===== src/rtl/writeback_stage.sv =====
// writeback_stage: final pipeline stage that commits either an ALU result or
// a returning load value to the register file.
//
// Valid/ready: a result transfers on a rising edge where in_valid and in_ready
// are both 1. in_ready is low only while a load is outstanding (WAIT_MEM), so
// in_valid may be held high across that period without losing the request.
//
// Each accepted instruction produces exactly one COMMIT cycle. During that
// cycle no_write reflects whether the register file should be written. The
// next result may be accepted in the same COMMIT cycle (back-to-back). If a
// load gets no mem_rvalid within MEM_TIMEOUT waiting cycles, the stage pulses
// mem_err and commits with the write suppressed.
//
// dst_reg and wb_data change only on a real commit (ALU accept or load data
// return). A timed-out load leaves them at their previous values.
//
// Optional feature: define WB_FORWARD_EN to add the fwd_valid/fwd_reg/fwd_data
// bypass outputs. These mirror the committing write in the same cycle.

module writeback_stage #(
  parameter int DATA_WIDTH  = 8,
  parameter int MEM_TIMEOUT = 15
) (
  input  logic                  clk,
  input  logic                  rst,
  input  logic                  in_valid,
  output logic                  in_ready,
  input  logic [DATA_WIDTH-1:0] alu_result,
  input  logic [1:0]            dst_reg_in,
  input  logic                  wb_sel,
  input  logic                  wr_en_in,
  input  logic [DATA_WIDTH-1:0] mem_rdata,
  input  logic                  mem_rvalid,
  output logic [1:0]            dst_reg,
  output logic [DATA_WIDTH-1:0] wb_data,
  output logic                  no_write,
  output logic                  mem_err,
  output logic [1:0]            fsm_state
`ifdef WB_FORWARD_EN
  ,
  output logic                  fwd_valid,
  output logic [1:0]            fwd_reg,
  output logic [DATA_WIDTH-1:0] fwd_data
`endif
);

  // Counter wide enough to hold MEM_TIMEOUT itself.
  localparam int CW = (MEM_TIMEOUT < 1) ? 1 : $clog2(MEM_TIMEOUT + 1);
  localparam logic [CW-1:0] TO_LIMIT = CW'(MEM_TIMEOUT);

  typedef enum logic [1:0] {
    IDLE     = 2'd0,
    WAIT_MEM = 2'd1,
    COMMIT   = 2'd2
  } state_t;

  state_t        state;
  logic [CW-1:0] wait_cnt;
  logic [CW-1:0] wait_cnt_inc;
  logic [1:0]    pend_dst;  // destination of the outstanding load
  logic          pend_wr;   // write enable of the outstanding load
  logic          accept;

  assign accept       = in_valid & in_ready;
  assign wait_cnt_inc = wait_cnt + CW'(1);
  assign fsm_state    = state;

  // Stage FSM. All outputs are registered here, and capture registers hold
  // their values unless a transfer or load return happens.
  always_ff @(posedge clk or negedge rst) begin
    if (!rst) begin
      state    <= IDLE;
      in_ready <= 1'b1;
      dst_reg  <= 2'd0;
      wb_data  <= '0;
      no_write <= 1'b1;
      mem_err  <= 1'b0;
      wait_cnt <= '0;
      pend_dst <= 2'd0;
      pend_wr  <= 1'b0;
    end else begin
      mem_err <= 1'b0;
      case (state)
        IDLE, COMMIT: begin
          if (accept && !wb_sel) begin
            // ALU result: commit on the very next cycle.
            state    <= COMMIT;
            in_ready <= 1'b1;
            dst_reg  <= dst_reg_in;
            wb_data  <= alu_result;
            no_write <= ~wr_en_in;
          end else if (accept && wb_sel) begin
            // Load: remember where it goes and wait for the data.
            state    <= WAIT_MEM;
            in_ready <= 1'b0;
            pend_dst <= dst_reg_in;
            pend_wr  <= wr_en_in;
            wait_cnt <= '0;
            no_write <= 1'b1;
          end else begin
            state    <= IDLE;
            in_ready <= 1'b1;
            no_write <= 1'b1;
          end
        end

        WAIT_MEM: begin
          if (mem_rvalid) begin
            state    <= COMMIT;
            in_ready <= 1'b1;
            dst_reg  <= pend_dst;
            wb_data  <= mem_rdata;
            no_write <= ~pend_wr;
          end else if (wait_cnt_inc == TO_LIMIT) begin
            // Load never arrived: flag it and retire without writing.
            state    <= COMMIT;
            in_ready <= 1'b1;
            mem_err  <= 1'b1;
            no_write <= 1'b1;
            wait_cnt <= wait_cnt_inc;
          end else begin
            wait_cnt <= wait_cnt_inc;
          end
        end

        default: begin
          state    <= IDLE;
          in_ready <= 1'b1;
          no_write <= 1'b1;
        end
      endcase
    end
  end

`ifdef WB_FORWARD_EN
  // Bypass view of the write happening this cycle.
  always_comb begin
    fwd_valid = ~no_write;
    fwd_reg   = dst_reg;
    fwd_data  = wb_data;
  end
`endif

endmodule


===== config.mk =====
export PLATFORM = sky130hd
export DESIGN_NAME = writeback_stage
export DESIGN_NICKNAME = d
export VERILOG_FILES = /design/src/rtl/writeback_stage.sv
export SDC_FILE = /design/constraint.sdc
export NUM_CORES = 1
export LEC_CHECK = 0
export ABC_AREA = 1
export CORE_AREA = 2 2 60 62
export CTS_CLUSTER_SIZE = 28
export DETAILED_ROUTE_END_ITERATION = 10
export DIE_AREA = 0 0 62 64
export SLEW_MARGIN = 20
export SYNTH_ARGS = -nofsm -noshare
export SYNTH_HDL_FRONTEND = slang
export SYNTH_SLANG_ARGS = --single-unit
export TNS_END_PERCENT = 100

===== constraint.sdc =====
create_clock -name clk -period 1.75 [get_ports clk]
set_clock_uncertainty 0.15 [all_clocks]
set_input_delay 0.35 -clock clk [delete_from_list [all_inputs] [get_ports clk]]
set_output_delay 0.35 -clock clk [all_outputs]
set_load 0.02 [all_outputs]

Word level (Yosys, flattened, before mapping). Cells that the tools add are included.

Register bits: 22. Bits of input ports: 24. Output and inout port bits: 15. Word-level logic and storage cells: 58.

Add/subtract/negate cells: 1. Equal/unequal tests: 9. Multiplexer cells: 26. Bitwise gates (word level): 4. Reduce and logical (&&, ||, !) cells: 9.

Operators with widths (number): 8-bit two-way mux (2); 8-bit case mux with 2 select lines (1); 4-bit two-way mux (3); 1-bit two-way mux (10); 2-bit two-way mux (5); 2-bit != test (second input constant) (5); 2-bit case mux with 2 select lines (2); 4-bit case mux with 2 select lines (1); 3-bit AND reduction (2); 4-bit by 1-bit adder with 4-bit output (second input constant) (1); 4-bit == test (second input constant) (1); 1-bit case mux with 2 select lines (2); 4-bit AND reduction (1); 3-bit != test (second input constant) (1); 1-bit NOT (3); 2-bit by 1-bit == test with 1-bit output (second input constant) (1); 2-bit == test (second input constant) (1); 1-bit logical AND (2); 2-bit logical NOT (1); 2-bit nonzero test (1); 2-bit OR reduction (1); 1-bit AND (1); 1-bit logical NOT (1).

Logic depth before layout (Yosys ltp).
Depth in word-level cells: 5. Depth in mapped cells: 9. Mapped depth without buffers: 9.

Least setup slack after synthesis. No wires, ideal clock.

Path kind: register to register. From: register in_ready. To: register dst_reg[0]. Setup time: 0.116 ns. Arrival: 1.168 ns. Required time: 1.484 ns. Slack: 0.316 ns. Stages on the path, launching flop included: 8. Path buffers: 0. Period minus slack after synthesis: 1.434 ns. Cells stage by stage: dfstp_2 -> nand2_1 -> nor2_1 -> nand2_1 -> nand2_1 -> nand2_4 -> nand2_1 -> nand2_1.

Longest elaborated chain between the ends: 4.

RTL lines: start: declaration (RTL line 27) `output logic in_ready,`; start signal: assignment (RTL line 73) `in_ready <= 1'b1;`; start signal: assignment (RTL line 88) `in_ready <= 1'b1;`; start signal: assignment (RTL line 95) `in_ready <= 1'b0;`; 1-bit AND (RTL line 64) `assign accept = in_valid & in_ready;`; 1-bit logical AND (RTL line 85) `if (accept && !wb_sel) begin`; 2-bit != test (no line); 3-bit AND reduction (no line); end signal: assignment (RTL line 89) `dst_reg <= dst_reg_in;`; end signal: assignment (RTL line 111) `dst_reg <= pend_dst;`; end: declaration (RTL line 34) `output logic [1:0] dst_reg,`.

Every way passes these cells. A chain may end at the register's enable or synchronous reset.

Worst setup path after layout.
From: register in_ready. To: output port in_ready.

No word-level cell between the ends.

==> impl_metrics.json <==
{
  "status": "complete, no violations",
  "yosysTopAreaCellShare": 0.4551,
  "syn_inst": 143,
  "largest_register_ffs": 8,
  "clk_pin_slew_ns": 0.12,
  "finalSetupViolCount": 0,
  "synth-compound-area-share": 0.05347,
  "clkPwrFrac": 0.131,
  "die_x_microns": 62,
  "power_frac_seq": 0.436,
  "hpwl_mm": 1.949,
  "n_antenna_cell": 0,
  "required_ns": 1.25,
  "worst_ep_arrival_time_ns": 1.21,
  "timing.fmax_mhz": 586.3,
  "crit_chain": "dlygate4sd2_1",
  "antenna_found_initial": 0,
  "tightest_slew_ns": 0.3037,
  "dr.pass1.iters": 4,
  "rsz0062_at_grt": "false",
  "synth_top_cell_by_area": "dfrtp_1",
  "fin_setup_tns_ns": 0,
  "hold_buffers": 0,
  "syn_to_final_growth_pct": 41.75,
  "synth-seq-cells": 22,
  "cts_resized": 14,
  "synthMuxAreaShare": 0,
  "grt_pass1_wl_mm": 4.036,
  "seq_area_sq_um": 553.0,
  "top_register": "wb_data",
  "rows": 21,
  "power_density_nw_per_um2": 1188,
  "combPwrFrac": 0.432,
  "seq_area_frac_synth": 0.5028,
  "path_delay_family": "flip-flops",
  "cts.sinks": 22,
  "finalHoldViolCount": 0,
  "reg2regPathDepth": 6,
  "ys_dominant_reg_cell": "dfrtp_1",
  "crit_type": "register to output port",
  "swShare": 0.4093,
  "critical-path-slowest-cell": "dfstp_2",
  "ant_nets": 0,
  "grt_max_degree": 23,
  "grt_pass1_vias": 915,
  "post_synth_fa_ha_maj_area_fraction": 0.02275,
  "max_cap_viol_count": 0,
  "r2r-start": "in_ready",
  "avgSynthCellArea_sq_um": 7.691,
  "synth_top_family_by_area": "simple AND/OR/NAND/NOR gates",
  "slowest_delay_ns": 0.57,
  "grt_usage": 0.1378,
  "synth_enable_flop_cells": 0,
  "ir_drop_mv": 0.4034,
  "die_y_microns": 64,
  "maxSlewViolCount": 0,
  "ys_types": 19,
  "final.min_clock_period_ns": 1.706,
  "final_cell_area_sq_um": 1559,
  "synthTopCellsByArea": "dfrtp_1, nand2_1, dfstp_2",
  "initial_core_util": 0.3349,
  "r2r_slack_ns": 0.23,
  "drt_iter0_markers": 16,
  "post_cts_buffers": 0,
  "finalCritPeriodShare": 0.9747,
  "critPathMaxFanout": 4,
  "p_int_mw": 1.094,
  "cp_num_cells": 1,
  "postSynthNetCount": 169,
  "crit_path_start_kind": "register",
  "vias": 1001,
  "core_area_sq_um": 3284,
  "io_pins": 39,
  "numCtsBuffers": 3,
  "layout.cells.non_filler": 232,
  "yosys_warnings": 0,
  "wl_mm": 2.528,
  "syn-cell-area_sq_um": 1100,
  "gp_congestion": 0.7113,
  "endpoint": "in_ready",
  "critical_path_buf_inv_count": 1,
  "multi_input_area_sq_um": 486.7,
  "drive_above_1_share": 0.08065,
  "maxSlewHeadroom": 0.7973,
  "top_regs": "wb_data: 8 flops, wait_cnt: 4 flops",
  "portBuffers": 38,
  "hold_class": "primary input to asynchronous set/reset pin",
  "yosys-top-cells-count": "nand2_1, dfrtp_1, inv_1",
  "die_area_sq_um": 3968,
  "drc": 0,
  "synth_most_common_cell": "nand2_1",
  "async_flop_share": 1.000,
  "viasPerCell": 4.315,
  "cts_root_buf": "clkbuf_4",
  "clk_latency_ns": 0.31,
  "critPathLaunch": "in_ready",
  "grt.overflow.total": 0,
  "end_kind": "output port",
  "leakage_nw": 0.8277,
  "place_area_sq_um": 1548,
  "synth-simple-area-share": 0.3663,
  "synth_xor_area_frac": 0,
  "cts_max_path_buffers": 2,
  "cts_tree": "yes",
  "dpl.cell_count": 228,
  "postLayoutCoreUtil": 0.4747,
  "nets": 213,
  "netSwitchingPower_mw": 0.7581,
  "n_fill_cell": 341,
  "htree_levels": 1,
  "wl_per_cell_microns": 10.90,
  "worstReg2RegEnd": "wb_data[0]"
}
cells by family after synthesis:
kind of cell | after synthesis
buffers and inverters | 14
AO/OA/AOI/OAI | 9
adder cells (fa/ha/maj) | 2
AND/OR/NAND/NOR | 96
flip-flops | 22
cell usage in the layout, fill, tap and decap left out:
cell type / instances
nand2_1: 82
clkdlybuf4s50_1: 23
dfrtp_1: 20
dlygate4sd2_1: 14
inv_1: 9
nand3_1: 5
o21ai_0: 5
nor2_1: 4
clkbuf_4: 3
buf_4: 3
inv_2: 2
nand4_1: 2
o21ai_1: 2
ha_1: 2
dfstp_2: 2
nor2_4: 1
nor2_8: 1
inv_4: 1
a21oi_4: 1
nand2_4: 1
a21boi_0: 1
clkbuf_1: 1
dlymetal6s2s_1: 1
stage by stage:
stage	hold WS, ns	setup slack [ns]	power (mW)
3_5_place_dp	0.3143	-0.06426	1.727
3_3_place_gp	0.3143	-0.02637	1.702
5_1_grt	0.2518	0.002609	1.992
2_1_floorplan	-0.09559	0.3155	1.300
6_report	0.2160	0.04431	1.852
4_1_cts	0.2169	0.0002873	1.878
worst register-to-register path, delay by kind of cell (launching register included):
| family | cells | cell delay [ns] |
|---|---|---|
| flops | 1 | 0.57 |
| simple gates | 5 | 0.48 |
| compound gates | 1 | 0.28 |
how the worst min path moves through the flow:
stage | cells past startpoint | to | from
after floorplan | 0 | dst_reg[0] | rst
after global placement | 2 | pend_wr | pend_wr
after detailed placement | 2 | wb_data[3] | wb_data[3]
after CTS | 2 | dst_reg[0] | rst
after global routing | 2 | wait_cnt[0] | rst
final | 2 | dst_reg[0] | rst
area by class of cell:
| cell class | count | area share |
|---|---|---|
| clock buffers | 4 | 0.01685 |
| flip-flops and latches | 22 | 0.3547 |
| inverters | 12 | 0.03050 |
| multi-input cells | 107 | 0.3122 |
| well taps | 46 | 0.03692 |
| repair buffers | 41 | 0.2488 |
power by group through the flow:
stage | clock, mW | combinational, mW | sequential (mW)
after detailed placement | 0 | 0.903 | 0.824
final | 0.243 | 0.801 | 0.808
after global routing | 0.269 | 0.890 | 0.833
after CTS | 0.254 | 0.813 | 0.811
after global placement | 0 | 0.883 | 0.819
after floorplan | 0 | 0.333 | 0.967
layer usage:
| layer | global-route usage | share of wire | up-vias |
|---|---|---|---|
| met4 | 0.07181 | 0.022 | 0 |
| met1 | 0.1831 | 0.45 | 460 |
| li1 | - | - | 523 |
| met3 | 0.01822 | 0.022 | 4 |
| met5 | 0 | 0 | - |
| met2 | 0.2122 | 0.51 | 14 |
Power figures use the tool's default switching activity.
